==> config.mk <==
export PLATFORM = sky130hd
export DESIGN_NAME = mips32_reg_dump
export DESIGN_NICKNAME = d
export VERILOG_FILES = /design/src/rtl/mips32_dbg_pkg.sv /design/src/rtl/mips32_reg_dump.sv
export SDC_FILE = /design/constraint.sdc
export NUM_CORES = 1
export LEC_CHECK = 0
export ABC_AREA = 1
export BUFFER_PORTS_ARGS = -buffer_cell sky130_fd_sc_hd__buf_2
export CAP_MARGIN = 20
export CELL_PAD_IN_SITES_DETAIL_PLACEMENT = 0
export CELL_PAD_IN_SITES_GLOBAL_PLACEMENT = 1
export CORE_ASPECT_RATIO = 1.1
export CORE_MARGIN = 1
export CORE_UTILIZATION = 30
export DETAILED_ROUTE_END_ITERATION = 8
export PLACE_DENSITY_LB_ADDON = 0.08
export SETUP_SLACK_MARGIN = 0.5
export SLEW_MARGIN = 10
export SYNTH_ARGS = -nofsm -noshare
export SYNTH_HDL_FRONTEND = slang
export SYNTH_SLANG_ARGS = --single-unit
==> constraint.sdc <==
create_clock -name clk1 -period 1.7 [get_ports clk1]
set_input_delay 0.255 -clock clk1 [delete_from_list [all_inputs] [get_ports clk1]]
set_output_delay 0.255 -clock clk1 [all_outputs]
set_load 0.005 [all_outputs]
==> src/rtl/mips32_dbg_pkg.sv <==
// Shared definitions for the pipe_MIPS32 debug read-back path.
// - state_e      : register-dump FSM states
// - REG_AW_DEF   : default register index width
// - DW_DEF       : default register data width
// - HALT_OPCODE  : HLT instruction opcode that drives the core HALTED flag
package mips32_dbg_pkg;

  localparam int REG_AW_DEF = 5;
  localparam int DW_DEF     = 32;

  localparam logic [5:0] HALT_OPCODE = 6'h3f;

  typedef enum logic [2:0] {
    ST_IDLE      = 3'd0,
    ST_WAIT_HALT = 3'd1,
    ST_READ      = 3'd2,
    ST_CAPTURE   = 3'd3,
    ST_SEND      = 3'd4,
    ST_DONE      = 3'd5
  } state_e;

endpackage

==> src/rtl/mips32_reg_dump.sv <==
// Register-file dump engine. Once the core reports HALTED, it reads a window
// of registers through the debug read port and streams (index, value) pairs
// over a valid/ready interface.
// Ports:
//   clk1, rst_n           clock / async active-low reset
//   start, abort          1-cycle dump request (samples cfg_*), cancel
//   cfg_first, cfg_count  first index, number of registers (clamped to 2**REG_AW)
//   halted                core HALTED flag (only looked at while waiting)
//   rf_rd_en/addr/data    debug read port, data valid 1 cycle after rf_rd_en
//   m_valid/ready/idx/data/last  output stream
//   busy, done            FSM not idle, 1-cycle completion pulse
module mips32_reg_dump
  import mips32_dbg_pkg::*;
#(
  parameter int REG_AW = REG_AW_DEF,
  parameter int DW     = DW_DEF
) (
  input  logic              clk1,
  input  logic              rst_n,
  input  logic              start,
  input  logic              abort,
  input  logic [REG_AW-1:0] cfg_first,
  input  logic [REG_AW:0]   cfg_count,
  input  logic              halted,
  output logic              rf_rd_en,
  output logic [REG_AW-1:0] rf_rd_addr,
  input  logic [DW-1:0]     rf_rd_data,
  output logic              m_valid,
  input  logic              m_ready,
  output logic [REG_AW-1:0] m_idx,
  output logic [DW-1:0]     m_data,
  output logic              m_last,
  output logic              busy,
  output logic              done
);

  localparam logic [REG_AW:0] NREG = REG_AW'(1) << REG_AW;

  state_e              state_q;
  logic [REG_AW-1:0]   ptr_q;
  logic [REG_AW:0]     rem_q;
  logic                rd_en_q, m_valid_q, m_last_q, busy_q, done_q;
  logic [REG_AW-1:0]   rd_addr_q, m_idx_q;
  logic [DW-1:0]       m_data_q;

  logic [REG_AW-1:0]   ptr_d;
  logic [REG_AW:0]     count_d;

  // Index arithmetic wraps naturally at 2**REG_AW. Counts above the register
  // file size are clamped so a dump never revisits a register.
  assign ptr_d   = ptr_q + 1'b1;
  assign count_d = (cfg_count > NREG) ? NREG : cfg_count;

  always_ff @(posedge clk1 or negedge rst_n) begin
    if (!rst_n) begin
      state_q   <= ST_IDLE;
      ptr_q     <= '0;
      rem_q     <= '0;
      rd_en_q   <= 1'b0;
      rd_addr_q <= '0;
      m_valid_q <= 1'b0;
      m_idx_q   <= '0;
      m_data_q  <= '0;
      m_last_q  <= 1'b0;
      busy_q    <= 1'b0;
      done_q    <= 1'b0;
    end else begin
      // Strobes are single-cycle by default.
      rd_en_q <= 1'b0;
      done_q  <= 1'b0;
      if (abort && state_q != ST_IDLE) begin
        // Abort beats a same-cycle handshake; no done pulse.
        state_q   <= ST_IDLE;
        m_valid_q <= 1'b0;
        busy_q    <= 1'b0;
      end else begin
        unique case (state_q)
          ST_IDLE: begin
            if (start && !abort) begin
              ptr_q   <= cfg_first;
              rem_q   <= count_d;
              busy_q  <= 1'b1;
              state_q <= ST_WAIT_HALT;
            end
          end
          ST_WAIT_HALT: begin
            if (halted) begin
              if (rem_q == '0) begin
                done_q  <= 1'b1;
                state_q <= ST_DONE;
              end else begin
                rd_en_q   <= 1'b1;
                rd_addr_q <= ptr_q;
                state_q   <= ST_READ;
              end
            end
          end
          ST_READ: begin
            state_q <= ST_CAPTURE;
          end
          ST_CAPTURE: begin
            m_data_q  <= rf_rd_data;
            m_idx_q   <= ptr_q;
            m_last_q  <= (rem_q == (REG_AW+1)'(1));
            m_valid_q <= 1'b1;
            state_q   <= ST_SEND;
          end
          ST_SEND: begin
            if (m_ready) begin
              m_valid_q <= 1'b0;
              rem_q     <= rem_q - 1'b1;
              ptr_q     <= ptr_d;
              if (rem_q == (REG_AW+1)'(1)) begin
                done_q  <= 1'b1;
                state_q <= ST_DONE;
              end else begin
                // Issue the next read straight away so READ sees rd_en high.
                rd_en_q   <= 1'b1;
                rd_addr_q <= ptr_d;
                state_q   <= ST_READ;
              end
            end
          end
          ST_DONE: begin
            busy_q  <= 1'b0;
            state_q <= ST_IDLE;
          end
          default: begin
            busy_q    <= 1'b0;
            m_valid_q <= 1'b0;
            state_q   <= ST_IDLE;
          end
        endcase
      end
    end
  end

  assign rf_rd_en   = rd_en_q;
  assign rf_rd_addr = rd_addr_q;
  assign m_valid    = m_valid_q;
  assign m_idx      = m_idx_q;
  assign m_data     = m_data_q;
  assign m_last     = m_last_q;
  assign busy       = busy_q;
  assign done       = done_q;

endmodule

==> results of run 1 <==
-- layout by cell type, fill, tap and decap left out, drive strengths merged, types with 2 or more instances in the layout --
cell	count
buf	127
nand2	171
clkinvlp	2
nor2	19
nand3b	4
o21ai	18
dfrtp	61
nand4	4
nand3	60
clkbuf	15
ha	4
or2	3
inv	25
-- flip-flops by register name, summed over array words and instances (netlist names) --
register / count
ptr_q: 5
state_q: 3
m_valid: 1
done: 1
rf_rd_addr: 5
m_idx: 5
rem_q: 6
busy: 1
rf_rd_en: 1
m_last: 1
m_data: 32
-- worst paths after layout --
check	startpoint	to	slack, ns	depth (start not counted)
setup / recovery	state_q[2]$_DFFE_PN0P_	m_data[17]$_DFFE_PN0P_	0.30	8
hold / removal	rf_rd_data[4]	m_data[4]$_DFFE_PN0P_	0.13	3
setup reg to reg	state_q[2]$_DFFE_PN0P_	m_data[17]$_DFFE_PN0P_	0.30	8
hold reg to reg	rf_rd_addr[2]$_DFFE_PN0P_	rf_rd_addr[2]$_DFFE_PN0P_	0.47	2
max in group asynchronous	rst_n	m_data[11]$_DFFE_PN0P_	0.90	3
min in group asynchronous	rst_n	m_idx[0]$_DFFE_PN0P_	0.46	3
-- kinds of logic (layout without fill, tap and decap cells) --
group	after synthesis	count (layout)
AOI/OAI and AO/OA	20	20
DFF	61	61
and+or+nand+nor	255	262
buffers and inverters	39	171
adders and majority gates	4	4
-- stage by stage --
| step | std cells | util (%) |
|---|---|---|
| final | 635 | 48.4 |
| after global routing | 635 | 48.4 |
| after CTS | 627 | 44.4 |
| after detailed placement | 587 | 38.2 |
| after global placement | 587 | 38.2 |
| after floorplan | 379 | - |
-- critical path, delay by kind of cell (launching register included) --
kind | cells | cell delay (ns)
buffers and inverters | 3 | 0.43
flip-flops | 1 | 0.42
AND/OR/NAND/NOR | 5 | 0.45
-- cell type report --
class                           instances  share of cell area, %
Tap cell                              117                   3.20
Sequential cell                        61                   33.5
Clock buffer                           13                   3.48
Multi-Input combinational cell        286                   38.7
Timing Repair Buffer                  130                   18.6
Inverter                               25                   2.11
Clock inverter                          3                  0.438
-- metal layers --
layer | vias up | wire length [µm] | global-route usage [%]
li1 | 1495 | - | -
met4 | 0 | 173 | 9.24
met3 | 16 | 395 | 3.54
met2 | 75 | 4220 | 28.5
met1 | 1398 | 4090 | 23.8
met5 | - | 0 | 0
-- what timing repair did --
item | 4_1_cts | 5_1_grt
gates cloned | 6 | 3
hold buffers | 1 | 0
setup endpoints to repair | 60 | 61
gates resized for setup | 44 | 76
pin swaps | 19 | 30
endpoints found under the hold margin | 61 | 0
buffers inserted | 17 | 5
-- power breakdown --
part	switching [W]	leakage [nW]	internal [W]
registers	0.000454	0.790	0.00204
logic	0.00192	1.52	0.00162
clock network	0.000590	0.0857	0.000607
==> impl_results.md, run 1 <==
* DPL Wire Length at 5520 µm
* Final Hold Viols at 0
* GRT overflow at 0
* Syn_area_per_cell at 7.76 µm²
* Die X-Extent at 96.4 µm
* Total power at 0.00724 W
* Mapped Nets at 432
* Compound-cell area share of the yosys netlist at 3.49%
* Synth-to-Final Area Change at 55.4%
* Post-Route Skew at 0.00739 ns
* Clock Path Buffers at 2
* Worst path max stage delay at 0.42 ns
* Setup WS pre-CTS at 0.188 ns
* Drt via density at 4.70
* Setup TNS Final at 0 ns
* Via Count at 2984
* Critical path's slowest cell: dfrtp_1
* Adder-cell share of the synthesized area at 1.70%
* Seq/Total Area, Yosys at 51.9%
* Largest net degree at the start of global routing at 34
* Placer Congestion at 0.784
* Fillers at 943
* Normalized max-slew margin at 62.8%
* Share of the synthesized area in the top cell type at 51.9%
* Mux contribution to synthesized area at 0%
* Design area at 0.00457 mm²
* Synthesis warning total at 0
* Simple-Gate Fraction of Synth Area at 37.3%
* Register Area at 0.00153 mm²
* RSZ-0062 raised after global routing: true
* IO Pins at 96
* Die Y at 106 µm
* Ant diodes at 0
* Crit Path Category: register to register
* WP data required at 1.94 ns
* Fin crit period at 1.40 ns
* Cell with the most instances after synthesis: nand2_1
* Max-slew violation count at 0
* Num CTS Buffers at 9
* Setup crit end kind: register
* Largest family of logic cells by synthesized area: simple AND/OR/NAND/NOR gates
* CP cell instances: inv_2 -> nand2_4 -> nor2_4 -> buf_12 -> buf_12 -> nand2_8 -> nand2_2 -> nand2_1
* Clock Tree Root: clkbuf_8
* Worst Hold Slack at 0.135 ns
* Status: completed
* Vias in the first global route at 2808
* Area of the multi-input gates at 0.00177 mm²
* Share of cells above drive strength 1 at 47.7%
* Synth cell types at 21
* CP Launch Type: register
* Top post-synthesis cells by area: dfrtp_1 (52%), nand2_1 (20%), nand3_1 (10%), inv_1 (2.8%), nor2_1 (1.9%)
* Post-synthesis cell count at 379
* Synthesized area at 0.00294 mm²
* CTS tree: done
* Layout net count at 566
* Max_cap viols at 0
* Arr. time, crit path at 1.65 ns
* P_leak at 2.39 nW
* Slew @ Worst Pin at 0.557 ns
* Clk pin slew, worst setup/hold paths at 0.07 ns
* Initial Util at 31.1%
* EDFF count, synth at 0
* Initial DRC count at 98
* Std-Cell Rows at 37
* Crit path max fanout at 6
* Die ar. at 0.0102 mm²
* Yosys reg bits at 61
* Min-Delay Path Class: primary input to register
* GRT Total Usage at 18.3%
* First-pass GRT wire length at 13900 µm
* Final WS setup at 0.296 ns
* First drt pass iteration count at 4
* TritonCTS Sinks at 61
* DRC viols at 0
* Post-DRT Antenna Nets at 0
* Crit-path most repeated cell: buf_12
* # setup viols final at 0
* H-tree depth at 3
* Top cells by count, synth: nand2_1 (160), dfrtp_1 (61), nand3_1 (60), inv_1 (22), nor2_1 (15)
* Core area at 0.00944 mm²
* PortBufs at 95
* Largest area contributor in the netlist: dfrtp_1
* Max VDD drop at 0.541 mV
* P per Cell Area at 1580 mW/mm²
* Post-synth ARST share at 100%
* Initial antenna violation count at 0
* Routed wire length at 8880 µm
* Period utilisation layout at 82.6%
* Cell Area, Placed at 0.00361 mm²
* Max Fclk at 0.712 GHz
* Clock latency on the worst-skew pair at 0.34 ns
* Drt wl/cell at 14.0 µm
* Top_reg_cell synth: dfrtp_1
* XOR/XNOR Fraction of Synth Area at 0%
No activity file was read; power rests on OpenSTA's default activity.
==> run 2, diff against run 1 <==
==> constraint.sdc (replaced) <==
create_clock -name clk1 -period 1.24 [get_ports clk1]
set_input_delay 0.186 -clock clk1 [delete_from_list [all_inputs] [get_ports clk1]]
set_output_delay 0.186 -clock clk1 [all_outputs]
set_load 0.005 [all_outputs]
==> impl_results.md, run 2 (synthesis gave the netlist of run 1 again) <==
* Die X-Extent at 96.4 µm (unchanged)
* P per Cell Area at 2320 mW/mm² (+46%)
* Setup TNS Final at -3.77 ns (-3.77 ns)
* GRT Total Usage at 16.8% (-1.5 points)
* Fillers at 1006 (+6.7%)
* Die Y at 106 µm (unchanged)
* Initial antenna violation count at 0 (unchanged)
* Initial DRC count at 129 (+32%)
* Clock Tree Root: clkbuf_8
* Reg power frac at 31.6% (-2.8 points)
* Synth-to-Final Area Change at 51.0%
* Met1 Usage GRT at 21.1% (-2.7 points)
* Crit Path Category: register to register
* CTS tree: done
* PortBufs at 95 (unchanged)
* Sw Pwr at 0.00385 W (+30%)
* Arr. time, crit path at 1.60 ns (-0.05 ns)
* Ant diodes at 0 (unchanged)
* Internal Pwr Total at 0.00644 W (+51%)
* Final Hold Viols at 0 (unchanged)
* Commonest non-fill, non-tap cells in the layout: nand2_1 (153), buf_2 (95), dfrtp_1 (60)
* GRT overflow at 0 (unchanged)
* R2R depth at 9 (+1)
* Gr busiest metal: met2
* Placer Congestion at 0.801 (+2.2%)
* Clk pin slew, worst setup/hold paths at 0.08 ns (about the same)
* Die ar. at 0.0102 mm² (unchanged)
* First drt pass iteration count at 4 (unchanged)
* Post-DRT Antenna Nets at 0 (unchanged)
* Layout net count at 589 (+4.1%)
* CP Launch Type: register
* IO Pins at 96 (unchanged)
* DPL Wire Length at 5670 µm (+2.9%)
* Share of cells above drive strength 1 at 39.2% (-8.5 points)
* M2 GR Usage at 28.1% (-0.46 points)
* Crit path max fanout at 5 (-1)
* Core area at 0.00944 mm² (unchanged)
* P_leak at 2.52 nW (+5.4%)
* Clock Path Buffers at 2 (unchanged)
* Failing checks: negative setup slack
* Min-Delay Path Class: primary input to register
* TritonCTS Sinks at 61 (unchanged)
* Max-slew violation count at 0 (unchanged)
* Largest register FFs at 32 (unchanged)
* Max VDD drop at 0.729 mV (+35%)
* Slew @ Worst Pin at 0.402 ns (-0.156 ns)
* Period utilisation layout at 110% (+28 points)
* Drt via density at 4.48 (-4.6%)
* Clock Power Share at 19.6% (+3.0 points)
* Final cell count without fillers at 658 (+3.6%)
* RSZ-0062 raised after global routing: true
* Placed insts at 615 (+4.8%)
* Via Count at 2950 (-1.1%)
* Num CTS Buffers at 9 (unchanged)
* Vias in the first global route at 2867 (+2.1%)
* Status: finished with violations
* # setup viols final at 59 (+59)
* Final WS setup at -0.130 ns (-0.426 ns)
* Largest net degree at the start of global routing at 62 (+82%)
* Routed wire length at 8300 µm (-6.6%)
* Post-Route Skew at 0.0112 ns (+0.00385 ns)
* Commonest non-fill, non-tap cell in the layout: nand2_1
* Setup WS pre-CTS at -0.230 ns (-0.418 ns)
* First-pass GRT wire length at 13300 µm (-4.5%)
* Setup crit end kind: register
* Initial Util at 31.1% (unchanged)
* Std-Cell Rows at 37 (unchanged)
* H-tree depth at 3 (unchanged)
* GR Layer Usage met3 at 3.25% (-0.29 points)
* Fin crit period at 1.37 ns (-0.0345 ns)
* Drt wl/cell at 12.6 µm (-9.8%)
* Normalized max-slew margin at 73.2% (+10 points)
* Max Fclk at 0.730 GHz (+2.5%)
* Combinational Power Share at 48.8% (-0.2 points)
* Cells on Worst Hold Path at 3 (unchanged)
* WP data required at 1.47 ns (-0.47 ns)
* Max_cap viols at 0 (unchanged)
* Clock latency on the worst-skew pair at 0.34 ns (about the same)
* DRC viols at 0 (unchanged)
* Switching share of power at 37.4% (-3.6 points)
==> run 2: cell types whose count changed in the layout (fill, tap and decap cells not counted), sizes merged <==
cell,delta
inv,+1
buf,+31
nand2,-7
clkbuf,-5
bufinv,+2
clkinv,+1
==> run 2: power by group through the flow <==
| stage | combinational, W | clock [W] | sequential, W |
|---|---|---|---|
| after floorplan | 0.00216 | 0 | 0.00334 |
| after global placement | 0.00403 | 0 | 0.00324 |
| after detailed placement | 0.00405 | 0 | 0.00326 |
| after CTS | 0.00474 | 0.00207 | 0.00324 |
| after global routing | 0.00570 | 0.00215 | 0.00335 |
| final | 0.00502 | 0.00202 | 0.00325 |
==> run 2: per-stage QoR <==
| stage | instance area (µm²) | total power (W) | util [%] | hold slack (ns) |
|---|---|---|---|---|
| global placement | 3840 | 0.00727 | 40.7 | 0.228 |
| finish | 4440 | 0.0103 | 47.0 | 0.0753 |
| global route | 4440 | 0.0112 | 47.0 | 0.0688 |
| floorplan | 2980 | 0.00550 | - | -0.110 |
| CTS | 4300 | 0.0100 | 45.5 | 0.0599 |
| detailed placement | 3840 | 0.00731 | 40.7 | 0.231 |
==> run 2: final cells by class <==
| cell class | instances | area [µm²] | area share [%] |
|---|---|---|---|
| Clock buffer | 9 | 124 | 2.79 |
| Clock inverter | 7 | 97.6 | 2.20 |
| Inverter | 25 | 96.3 | 2.17 |
| Multi-Input combinational cell | 279 | 1370 | 30.9 |
| Sequential cell | 61 | 1530 | 34.4 |
| Tap cell | 117 | 146 | 3.30 |
| Timing Repair Buffer | 160 | 1080 | 24.2 |
==> run 2: metal layers <==
layer / wire, µm / share of wire (%)
met1: 3870 / 47
met2: 3940 / 47
met3: 415 / 5.0
met4: 82 / 0.99
met5: 0 / 0
==> run 2: final timing paths <==
kind	startpoint	to	slack [ns]
setup / recovery	state_q[0]$_DFFE_PN0P_	busy$_DFFE_PN0P_	-0.13
hold / removal	rf_rd_data[31]	m_data[31]$_DFFE_PN0P_	0.08
setup reg to reg	state_q[0]$_DFFE_PN0P_	busy$_DFFE_PN0P_	-0.13
hold reg to reg	m_data[20]$_DFFE_PN0P_	m_data[20]$_DFFE_PN0P_	0.47
max in group asynchronous	rst_n	state_q[1]$_DFFE_PN0P_	0.61
min in group asynchronous	rst_n	busy$_DFFE_PN0P_	0.42
==> run 2: repair_timing <==
action | 4_1_cts | 5_1_grt
gates cloned | 0 | 1
setup buffers | 17 | 8
gates resized for setup | 21 | 15
hold buffers | 1 | 0
endpoints found under the hold margin | 61 | 0
setup endpoints to repair | 108 | 135
pin swaps | 6 | 7
==> run 2: critical path, stage by stage, from the launching register on <==
cell	delay, ns
dfrtp_1	0.41
nor2_4	0.18
nand2_2	0.10
buf_4	0.14
buf_6	0.10
buf_4	0.12
nand3_2	0.05
nand2_1	0.05
nand2_1	0.05
o21ai_1	0.06
